===== src/rtl/dm_block_mover_pkg.sv =====
// Shared definitions for the data-memory block mover.
//   DM_ADDR_W / DM_DATA_W : default data-memory address and data widths
//   MODE_COPY / MODE_FILL : values of the mode request input
//   dm_state_t            : transfer sequencer states
package dm_block_mover_pkg;

    localparam int unsigned DM_ADDR_W = 5;
    localparam int unsigned DM_DATA_W = 32;

    localparam logic MODE_COPY = 1'b0;
    localparam logic MODE_FILL = 1'b1;

    typedef enum logic [1:0] {
        ST_IDLE,
        ST_RD,
        ST_WR,
        ST_FIN
    } dm_state_t;

endpackage


===== src/rtl/dm_block_mover_if.sv =====
// Request/completion handshake plus data-memory port of the block mover.
//   start, mode, src, dst, len, fill_val : request from the control unit
//   busy, done, err                      : status back to the control unit
//   dm_addr, dm_wd, dm_we                : address/write port towards data memory
//   dm_rd                                : combinational read data from data memory
// Modports:
//   master : environment side (control unit and data memory)
//   slave  : the block mover itself
interface dm_block_mover_if
    import dm_block_mover_pkg::*;
#(
    parameter int unsigned ADDR_W = DM_ADDR_W,
    parameter int unsigned DATA_W = DM_DATA_W
) ();

    logic              start;
    logic              mode;
    logic [ADDR_W-1:0] src;
    logic [ADDR_W-1:0] dst;
    logic [ADDR_W:0]   len;
    logic [DATA_W-1:0] fill_val;

    logic              busy;
    logic              done;
    logic              err;

    logic [ADDR_W-1:0] dm_addr;
    logic [DATA_W-1:0] dm_wd;
    logic              dm_we;
    logic [DATA_W-1:0] dm_rd;

    modport master (
        output start, mode, src, dst, len, fill_val, dm_rd,
        input  busy, done, err, dm_addr, dm_wd, dm_we
    );

    modport slave (
        input  start, mode, src, dst, len, fill_val, dm_rd,
        output busy, done, err, dm_addr, dm_wd, dm_we
    );

endinterface


===== src/rtl/dm_block_mover.sv =====
// Block copy / block fill engine for the single-port data memory.
// Ports:
//   clk  : system clock, all state updates on the rising edge
//   rst  : asynchronous active-high reset
//   bus  : dm_block_mover_if.slave (request, status and data-memory port)
// A copy moves one word per two cycles (read, then write); a fill writes one
// word per cycle. Words are processed in ascending index order and addresses
// wrap modulo the memory depth. All outputs decode registered state only.
module dm_block_mover
    import dm_block_mover_pkg::*;
#(
    parameter int unsigned ADDR_W = DM_ADDR_W,
    parameter int unsigned DATA_W = DM_DATA_W
) (
    input  logic                clk,
    input  logic                rst,
    dm_block_mover_if.slave     bus
);

    localparam logic [ADDR_W:0] MAX_LEN = {1'b1, {ADDR_W{1'b0}}};
    localparam logic [ADDR_W:0] ONE     = {{ADDR_W{1'b0}}, 1'b1};

    dm_state_t         state_r;
    dm_state_t         state_nxt;

    logic              mode_r;
    logic [ADDR_W-1:0] src_r;
    logic [ADDR_W-1:0] dst_r;
    logic [ADDR_W:0]   len_r;
    logic [DATA_W-1:0] fill_r;
    logic [DATA_W-1:0] data_r;
    logic              err_r;
    logic [ADDR_W:0]   idx_r;
    logic [ADDR_W:0]   idx_inc;
    logic              accept;
    logic              len_bad;

    assign idx_inc = idx_r + ONE;
    assign accept  = (state_r == ST_IDLE) && bus.start;
    assign len_bad = (bus.len > MAX_LEN);

    always_ff @(posedge clk or posedge rst) begin
        if (rst) begin
            state_r <= ST_IDLE;
        end else begin
            state_r <= state_nxt;
        end
    end

    always_comb begin
        state_nxt = state_r;
        unique case (state_r)
            ST_IDLE: begin
                if (bus.start) begin
                    // Empty and oversized requests complete without touching memory.
                    if ((bus.len == '0) || len_bad) begin
                        state_nxt = ST_FIN;
                    end else if (bus.mode == MODE_FILL) begin
                        state_nxt = ST_WR;
                    end else begin
                        state_nxt = ST_RD;
                    end
                end
            end
            ST_RD: begin
                state_nxt = ST_WR;
            end
            ST_WR: begin
                if (idx_inc == len_r) begin
                    state_nxt = ST_FIN;
                end else if (mode_r == MODE_COPY) begin
                    state_nxt = ST_RD;
                end else begin
                    state_nxt = ST_WR;
                end
            end
            ST_FIN: begin
                state_nxt = ST_IDLE;
            end
            default: begin
                state_nxt = ST_IDLE;
            end
        endcase
    end

    always_ff @(posedge clk or posedge rst) begin
        if (rst) begin
            mode_r <= MODE_COPY;
            src_r  <= '0;
            dst_r  <= '0;
            len_r  <= '0;
            fill_r <= '0;
            data_r <= '0;
            err_r  <= 1'b0;
            idx_r  <= '0;
        end else begin
            if (accept) begin
                mode_r <= bus.mode;
                src_r  <= bus.src;
                dst_r  <= bus.dst;
                len_r  <= bus.len;
                fill_r <= bus.fill_val;
                err_r  <= len_bad;
                idx_r  <= '0;
            end
            if (state_r == ST_RD) begin
                data_r <= bus.dm_rd;
            end
            if (state_r == ST_WR) begin
                idx_r <= idx_inc;
            end
        end
    end

    // Address sums are ADDR_W wide, so src+i / dst+i wrap at the memory depth.
    always_comb begin
        bus.busy    = 1'b0;
        bus.done    = 1'b0;
        bus.err     = 1'b0;
        bus.dm_we   = 1'b0;
        bus.dm_addr = '0;
        bus.dm_wd   = '0;
        unique case (state_r)
            ST_RD: begin
                bus.busy    = 1'b1;
                bus.dm_addr = src_r + idx_r[ADDR_W-1:0];
            end
            ST_WR: begin
                bus.busy    = 1'b1;
                bus.dm_we   = 1'b1;
                bus.dm_addr = dst_r + idx_r[ADDR_W-1:0];
                bus.dm_wd   = (mode_r == MODE_FILL) ? fill_r : data_r;
            end
            ST_FIN: begin
                bus.done = 1'b1;
                bus.err  = err_r;
            end
            default: begin
            end
        endcase
    end

endmodule


===== src/flat_wrapper.sv =====
// flat-port wrapper written by rule: the top's interface ports become plain ports
module dm_block_mover_flat import dm_block_mover_pkg::*;
#(
    parameter int unsigned ADDR_W = DM_ADDR_W,
    parameter int unsigned DATA_W = DM_DATA_W
)
  (clk, rst, bus_start, bus_mode, bus_src, bus_dst, bus_len, bus_fill_val, bus_dm_rd, bus_busy, bus_done, bus_err, bus_dm_addr, bus_dm_wd, bus_dm_we);
  dm_block_mover_if #(.ADDR_W(ADDR_W), .DATA_W(DATA_W)) bus_i ();
  input  logic clk;
  input  logic rst;
  input wire logic [$bits(bus_i.start)-1:0] bus_start;
  input wire logic [$bits(bus_i.mode)-1:0] bus_mode;
  input wire logic [$bits(bus_i.src)-1:0] bus_src;
  input wire logic [$bits(bus_i.dst)-1:0] bus_dst;
  input wire logic [$bits(bus_i.len)-1:0] bus_len;
  input wire logic [$bits(bus_i.fill_val)-1:0] bus_fill_val;
  input wire logic [$bits(bus_i.dm_rd)-1:0] bus_dm_rd;
  output wire logic [$bits(bus_i.busy)-1:0] bus_busy;
  output wire logic [$bits(bus_i.done)-1:0] bus_done;
  output wire logic [$bits(bus_i.err)-1:0] bus_err;
  output wire logic [$bits(bus_i.dm_addr)-1:0] bus_dm_addr;
  output wire logic [$bits(bus_i.dm_wd)-1:0] bus_dm_wd;
  output wire logic [$bits(bus_i.dm_we)-1:0] bus_dm_we;
  assign bus_i.start = bus_start;
  assign bus_i.mode = bus_mode;
  assign bus_i.src = bus_src;
  assign bus_i.dst = bus_dst;
  assign bus_i.len = bus_len;
  assign bus_i.fill_val = bus_fill_val;
  assign bus_i.dm_rd = bus_dm_rd;
  assign bus_busy = bus_i.busy;
  assign bus_done = bus_i.done;
  assign bus_err = bus_i.err;
  assign bus_dm_addr = bus_i.dm_addr;
  assign bus_dm_wd = bus_i.dm_wd;
  assign bus_dm_we = bus_i.dm_we;
  dm_block_mover #(.ADDR_W(ADDR_W), .DATA_W(DATA_W)) u_core (.clk(clk), .rst(rst), .bus(bus_i));
endmodule

===== config.mk =====
export PLATFORM = sky130hd
export DESIGN_NAME = dm_block_mover_flat
export DESIGN_NICKNAME = d
export VERILOG_FILES = /design/src/rtl/dm_block_mover_pkg.sv /design/src/rtl/dm_block_mover_if.sv /design/src/rtl/dm_block_mover.sv /design/src/flat_wrapper.sv
export SDC_FILE = /design/constraint.sdc
export NUM_CORES = 1
export LEC_CHECK = 0
export ABC_AREA = 1
export BUFFER_PORTS_ARGS = -buffer_cell sky130_fd_sc_hd__buf_2
export CAP_MARGIN = 20
export CORE_MARGIN = 5
export CORE_UTILIZATION = 35
export CTS_CLUSTER_DIAMETER = 50
export DETAILED_ROUTE_END_ITERATION = 16
export MAX_ROUTING_LAYER = met4
export PLACE_DENSITY = 0.65
export SYNTH_ARGS = -nofsm -noshare
export SYNTH_HDL_FRONTEND = slang
export SYNTH_SLANG_ARGS = --single-unit

===== constraint.sdc =====
create_clock -name clk -period 2.3 [get_ports clk]
set_clock_uncertainty 0.05 [all_clocks]
set_input_delay 0.115 -clock clk [delete_from_list [all_inputs] [get_ports clk]]
set_output_delay 0.115 -clock clk [all_outputs]
set_load 0.005 [all_outputs]

-- Yosys cells after proc, flatten, opt, wreduce, memory -nomap -nowiden
Index checks and enable logic that the tools add are counted.
- logic and storage cells: 39
- bits in registers: 90
- bits of input ports: 84
- eq/ne operators: 5
- reduce and logical (&&, ||, !) cells: 6
- multiplexer cells: 15
- $lt $le $gt $ge: 1
- $add $sub $neg: 3
- operator list (operator ; count):
    $mux W32 ; 2
    $mux W6 ; 2
    $add A5 B5 Y5 ; 2
    $mux W2 ; 5
    $pmux W5 S2 ; 1
    $pmux W2 S4 ; 1
    $add A6 B1 Y6 const B ; 1
    $eq A6 B6 Y1 ; 1
    $gt A6 B6 Y1 const B ; 1
    $logic_not A6 Y1 ; 1
    $eq A2 B2 Y1 const B ; 2
    $mux W1 ; 4
    $eq A2 B1 Y1 const B ; 1
    $logic_not A2 Y1 ; 1
    $ne A2 B2 Y1 const B ; 1
    $reduce_bool A2 Y1 ; 1
    $reduce_or A2 Y1 ; 1
    $logic_and A1 B1 Y1 ; 1
    $logic_or A1 B1 Y1 ; 1

-- Logic depth before layout (Yosys ltp)
Gate-level depths: netlist of run 1.
- depth in word-level cells: 5
- gate-level depth with buffers: 14

-- Worst setup path after synthesis of run 1
Ideal clock, no wire load.
- path type: register to output
- start point: reg u_core.state_r[0]
- end point: out bus_dm_addr[4]
- arrival: 2.240 ns
- slack: -0.105 ns
- cell stages (with the launch flop): 15
- path buffers: 1
- path through: dfrtp_1 inv_1 ha_1 clkbuf_1 nand2_1 o21ai_0 ha_1 inv_1 fa_1 inv_1 a21oi_1 nor2_1 nor2_1 xor2_1 nor2_1
- cells in the longest elaborated chain, start to end: 2
- ends and longest elaborated chain (element ; line ; RTL):
    start: declaration ; dm_block_mover.sv:23 ; dm_state_t state_r;
    start signal: assignment ; dm_block_mover.sv:46 ; state_r <= state_nxt;
    $eq A2 B2 Y1 / $eq A2 B1 Y1 (equally long branches) ; dm_block_mover.sv:123 ; unique case (state_r)
    $pmux W5 S2 (*) ; dm_block_mover.sv:123 ;
    end: declaration ; flat_wrapper.sv:21 ; output wire logic [$bits(bus_i.dm_addr)-1:0] bus_dm_addr;
Mark *: on every way between the ends. The rest lies on a longest branch, timed or not.

-- Final worst setup path of run 1
- start point: reg u_core.state_r[1]
- end point: out bus_dm_addr[3]
Same word-level chain as after synthesis.

==> results of run 1 <==
[cells in the final DEF (no fill, tap or decap), drive strengths merged, types with 2 or more instances in the layout]
cell type	count
a21oi	39
xor2	2
nand2	204
nand4	3
dlygate4sd3	80
nor2	16
inv	63
clkbuf	13
dfrtp	90
clkinv	2
nand3	13
ha	10
buf	141
o22ai	3
o21ai	83
[per-layer routing]
layer	track usage [%]	share of wire, %	vias up	routed length [um]
met4	7.14	1.9	0	251
li1	-	-	2183	-
met1	22.9	43	2053	5560
met3	3.36	4.6	18	598
met2	30.4	50	130	6510
met5	-	0	-	0
[how the worst max path moves through the flow]
stage,slack (ps),cells after the start,to,from
after CTS,-120,14,bus_dm_addr[4],u_core.state_r[0]
after global placement,100,14,bus_dm_addr[4],u_core.state_r[0]
after global routing,-370,14,bus_dm_addr[4],u_core.state_r[0]
after floorplan,20,14,bus_dm_addr[4],u_core.state_r[0]
after detailed placement,50,14,bus_dm_addr[4],u_core.state_r[0]
final,-220,13,bus_dm_addr[3],u_core.state_r[1]
[registers in the layout (all words and copies together) (netlist names), 2 cells and up]
| register | flops |
|---|---|
| u_core.fill_r | 32 |
| u_core.len_r | 6 |
| u_core.state_r | 2 |
| u_core.dst_r | 5 |
| u_core.data_r | 32 |
| u_core.idx_r | 6 |
| u_core.src_r | 5 |
[layout make-up]
class	count	share of cell area (%)
Sequential cell	90	35.2
Multi-Input combinational cell	380	28.6
Timing Repair Buffer	221	24.7
Clock buffer	13	4.07
Inverter	66	4.01
Tap cell	172	3.36
Antenna cell	1	0.0391
[tightest hold or removal path: stages]
cell and delay, ps:
sky130_fd_sc_hd__buf_2 100, sky130_fd_sc_hd__inv_1 60, sky130_fd_sc_hd__o21ai_0 80
[timing repair]
| action | 4_1_cts | 5_1_grt |
|---|---|---|
| endpoints found under the hold margin | 169 | 0 |
| cloned | 0 | 0 |
| gates resized for setup | 11 | 8 |
| setup endpoints to repair | 3 | 3 |
| hold buffers | 80 | 0 |
| pin swaps | 1 | 5 |
| setup buffers | 4 | 3 |
[cell families (layout without fill, tap and decap cells)]
family	Yosys count	count (layout)	synth area share, %
simple gates	238	238	21.5
compound gates	128	128	15.0
buf+inv	95	300	8.46
flops	90	90	51.1
fa+ha+maj	11	11	3.29
xor+xnor	3	3	0.596
other cells	0	1	0
[power by group]
| part | switching, mW | internal (mW) |
|---|---|---|
| logic | 2.22 | 1.55 |
| clock network | 0.573 | 0.774 |
| registers | 0.401 | 2.33 |
| total | 3.19 | 4.66 |
[per-stage QoR]
step / setup slack, ps / instances / hold slack [ps] / util [%]
floorplan: 23.4 / 565 / 175 / -
global placement: 101 / 842 / 242 / 41.9
CTS: -115 / 939 / 0.195 / 51.0
finish: -223 / 943 / 5.32 / 51.3
detailed placement: 46.4 / 842 / 265 / 41.9
global route: -367 / 943 / 19.4 / 51.3
==> results.json, run 1 <==
{
  "worst_min_path_start": "bus_len[4]",
  "period_share_pct": 110,
  "area_delta_synth_final_pct": 45.2,
  "clock_tree.htree_level_count": 3,
  "hp-class": "in2reg",
  "arrival_ps": 2360,
  "final_setup_slack_of_the_worst_path_ps": -223,
  "pin_count": 125,
  "power.leakage_nw": 3.30,
  "postSynthCellCount": 565,
  "synth_enable_flop_cells": 0,
  "crit_path_top_delay_cell": "sky130_fd_sc_hd__dfrtp_1",
  "wl_per_cell_um": 13.7,
  "die-area_mm2": 0.0149,
  "vias": 4384,
  "initialDrtViolationCount": 207,
  "crit-reg2reg-launch": "u_core.state_r[1]",
  "pwr_density_cell_mw_per_mm2": 1230,
  "rsz0062_at_grt": "yes",
  "worst_hold_path.num_cells": 3,
  "area_of_all_placed_cells_without_fillers_mm2": 0.00640,
  "netlist_area_mm2": 0.00441,
  "grt_max_degree": 57,
  "worst_path_cell_trace": "ha_4, buf_4, buf_6, inv_6, nand2_1, nand2_2, ha_4, nand2_1, nor2_1, a211oi_2, o21ai_1, a21oi_1, buf_2",
  "dpl.hpwl_um": 8280,
  "min_period_ps": 2520,
  "finalHoldViolCount": 0,
  "synthArstFlopShare_pct": 100,
  "clock_insertion_delay_worst_skew_ps": 340,
  "filler_cell_count": 1141,
  "area_inside_the_core_boundary_mm2": 0.0125,
  "rrSetupSlack_ps": 520,
  "die_x_um": 122,
  "cp.required_ps": 2130,
  "slew_headroom_pct": 55.8,
  "final_setup_violating_endpoints": 3,
  "place.port_buffers": 124,
  "syn-num-nets": 660,
  "totalPowerFinal_mw": 7.85,
  "post_synth_num_cell_types": 29,
  "ff_latch_area_mm2": 0.00225,
  "synth_commonest_cells": "200 x sky130_fd_sc_hd__nand2_1, 90 x sky130_fd_sc_hd__dfrtp_1, 82 x sky130_fd_sc_hd__o21ai_0",
  "ff2ff_path_depth": 7,
  "grt_pass1_wl_um": 21300,
  "detailedRoute.firstPassIterationCount": 4,
  "synthesis.area_per_instance_um2": 7.80,
  "synth.most_common_cell": "sky130_fd_sc_hd__nand2_1",
  "cts_buffers": 9,
  "total_area_of_multi_input_combinational_cells_mm2": 0.00183,
  "grt.total_usage_pct": 18.5,
  "synth_area_leaders": "sky130_fd_sc_hd__dfrtp_1 51%, sky130_fd_sc_hd__nand2_1 17%, sky130_fd_sc_hd__o21ai_0 9.3%",
  "maxCapViolCount": 0,
  "slew_viol_final": 0,
  "yosys.area.top_type": "sky130_fd_sc_hd__dfrtp_1",
  "worst_hold_path.endpoint": "u_core.len_r[4]",
  "gpl.final_weighted_congestion": 0.891,
  "worstSetupEndpointType": "primary output",
  "numClockSinks": 90,
  "number_of_global_route_vias_before_repair": 4558,
  "placed_cell_area_mm2": 0.00523,
  "setup-tns-final_ps": -480,
  "number_of_nets_in_the_finished_design": 863,
  "r2r-end": "u_core.state_r[1]",
  "clk_path_buf_depth": 2,
  "via_per_inst": 4.65,
  "synth.ff_latch_count": 90,
  "grt_antenna_before_repair": 1,
  "residual_drc": 0,
  "num_rows": 41,
  "cp_num_buf_inv": 4,
  "antenna_left": 0,
  "synth_top_flop_cell": "sky130_fd_sc_hd__dfrtp_1",
  "portion_of_the_post_synthesis_area_used_by_sequential_elements_pct": 51.1,
  "ir_drop_v": 0.000630,
  "synth_largest_type_area_fraction_pct": 51.1,
  "failing_checks": "negative setup slack",
  "routed_wl_um": 12900,
  "status": "finished with violations",
  "layout-drive-gt1-share_pct": 23.5,
  "dieHeight_um": 122,
  "timing.critical_path.from_type": "flip-flop",
  "initial_utilization_pct": 35.4,
  "clkTransAtPathRegs_ps": 60,
  "crit_fanout": 8,
  "ys_warn_count": 0,
  "cts_root_buf": "sky130_fd_sc_hd__clkbuf_16",
  "clock_tree_from_tritoncts": "yes",
  "type_of_the_worst_setup_path": "reg2out",
  "timing_worst_slew_pin_value_ps": 663,
  "path_delay_family": "compound AO/OA/AOI/OAI gates",
  "achievable-frequency_ghz": 0.396,
  "cp_slowest_stage_delay_ps": 410,
  "globalRoute.totalOverflow": 0
}
(Power assumes the default switching activity.)
==> run 2: changes to the inputs <==
Settings changed: CORE_UTILIZATION 35 to 25, PLACE_DENSITY 0.65 to 0.51, SKIP_CTS_REPAIR_TIMING set to 1.
==> results.json, run 2 (synthesis gave the netlist of run 1 again) <==
{
  "status": "finished with violations",
  "failing_checks": "negative hold slack, negative setup slack",
  "residual_drc": 0,
  "timing.critical_path.from_type": "flip-flop",
  "die-area_mm2": 0.0204,
  "layout_commonest_cell": "sky130_fd_sc_hd__nand2_1",
  "timing_worst_slew_pin_value_ps": 602,
  "pwr_density_cell_mw_per_mm2": 1230,
  "detailedRoute.firstPassIterationCount": 4,
  "cp.required_ps": 2130,
  "type_of_the_worst_setup_path": "reg2out",
  "num_rows": 48,
  "vias": 4257,
  "via_per_inst": 4.26,
  "gpl.final_weighted_congestion": 0.838,
  "worstSetupEndpointType": "primary output",
  "period_share_pct": 106,
  "finalHoldViolCount": 1,
  "arrival_ps": 2270,
  "clock_tree_from_tritoncts": "yes",
  "area_inside_the_core_boundary_mm2": 0.0173,
  "dieHeight_um": 143,
  "antenna_left": 0,
  "placed_cell_area_mm2": 0.00536,
  "ir_drop_v": 0.000508,
  "die_x_um": 143,
  "grt_pass1_wl_um": 20500,
  "rsz0062_at_grt": "yes",
  "cts_root_buf": "sky130_fd_sc_hd__clkbuf_16",
  "globalRoute.totalOverflow": 0,
  "area_delta_synth_final_pct": 47.8,
  "slew_headroom_pct": 59.8,
  "routed_wl_um": 13300,
  "initialDrtViolationCount": 141,
  "number_of_global_route_vias_before_repair": 3991,
  "top_library_cells_by_usage_in_the_layout_fill_and_taps_aside": "198 x sky130_fd_sc_hd__nand2_1, 124 x sky130_fd_sc_hd__buf_2, 90 x sky130_fd_sc_hd__dfrtp_1",
  "maxCapViolCount": 0,
  "layout_top_registers": "u_core.data_r (32), u_core.fill_r (32)",
  "number_of_nets_in_the_finished_design": 863,
  "slew_viol_final": 0,
  "cts_buffers": 9,
  "grt_max_degree": 48,
  "grt.total_usage_pct": 13.2,
  "final_setup_violating_endpoints": 3,
  "power.leakage_nw": 3.33,
  "initial_utilization_pct": 25.5,
  "setup-tns-final_ps": -184,
  "clkTransAtPathRegs_ps": 60,
  "numClockSinks": 90,
  "worst_hold_slack_ps": -15.2,
  "hp-class": "in2reg",
  "min_period_ps": 2440,
  "layout-drive-gt1-share_pct": 24.8,
  "clock_insertion_delay_worst_skew_ps": 340,
  "clk_path_buf_depth": 2,
  "achievable-frequency_ghz": 0.410,
  "clock_tree.htree_level_count": 3,
  "crit_fanout": 6,
  "dpl.hpwl_um": 9240,
  "place.port_buffers": 124,
  "final_setup_slack_of_the_worst_path_ps": -139,
  "finalCoreUtilization_pct": 37.7,
  "grt_antenna_before_repair": 2,
  "area_of_all_placed_cells_without_fillers_mm2": 0.00652,
  "pin_count": 125,
  "wl_per_cell_um": 13.3
}
==> run 2: changes by cell type in the layout (fill, tap and decap cells not counted), moves of 3 or more <==
| cell | before | now |
|---|---|---|
| sky130_fd_sc_hd__buf_4 | 13 | 17 |
| sky130_fd_sc_hd__o21ai_1 | 3 | 0 |
| sky130_fd_sc_hd__inv_2 | 6 | 9 |
| sky130_fd_sc_hd__dlygate4sd3_1 | 80 | 77 |
==> run 2: routing by layer <==
layer  global-route usage (%)  routed length [um]
met1                     17.9                6340
met2                     19.1                6210
met3                     3.18                 586
met4                     4.65                 205
met5                        -                   0
==> run 2: final cells by class <==
cell class | count | area [um^2]
inverter | 66 | 251
multi-input combinational | 380 | 1840
clock buffer | 10 | 239
fill | 1818 | 10800
timing repair buffer | 221 | 1580
antenna | 2 | 5.00
sequential | 90 | 2250
clock inverter | 6 | 71.3
tap | 225 | 282
==> run 2: worst paths after layout <==
check | end | startpoint | cells past startpoint | slack [ps]
max | bus_dm_addr[4] | u_core.state_r[0] | 14 | -140
min | u_core.src_r[1] | bus_src[1] | 3 | -20
max reg2reg | u_core.idx_r[5] | u_core.state_r[0] | 8 | 390
min reg2reg | u_core.fill_r[11] | u_core.fill_r[11] | 2 | 420
max in group asynchronous | u_core.data_r[5] | rst | 4 | 1250
min in group asynchronous | u_core.len_r[5] | rst | 3 | 330
==> run 2: critical path, cell delays in order (launching register included) <==
cell and delay [ps]:
sky130_fd_sc_hd__dfrtp_1 390, sky130_fd_sc_hd__inv_2 90, sky130_fd_sc_hd__ha_4 180, sky130_fd_sc_hd__nand2_2 60, sky130_fd_sc_hd__o21ai_2 50, sky130_fd_sc_hd__ha_2 180, sky130_fd_sc_hd__inv_2 40, sky130_fd_sc_hd__fa_2 330
sky130_fd_sc_hd__inv_2 80, sky130_fd_sc_hd__a21oi_2 50, sky130_fd_sc_hd__nor2_1 90, sky130_fd_sc_hd__nor2_1 50, sky130_fd_sc_hd__xor2_1 150, sky130_fd_sc_hd__nor2_1 100, sky130_fd_sc_hd__buf_2 110
==> run 2: power breakdown <==
group	switching, mW	leakage [nW]	internal (mW)
clock	0.669	0.146	0.882
combinational	2.21	2.06	1.54
sequential	0.383	1.12	2.33
total	3.26	3.33	4.75
==> run 2: through the flow <==
stage	worst slack [ps]	instances	power, mW
after global routing	-287	1000	8.84
after detailed placement	88.9	902	6.30
final	-139	1000	8.01
after floorplan	23.4	565	4.94
after global placement	129	902	6.27
after CTS	-293	918	7.89
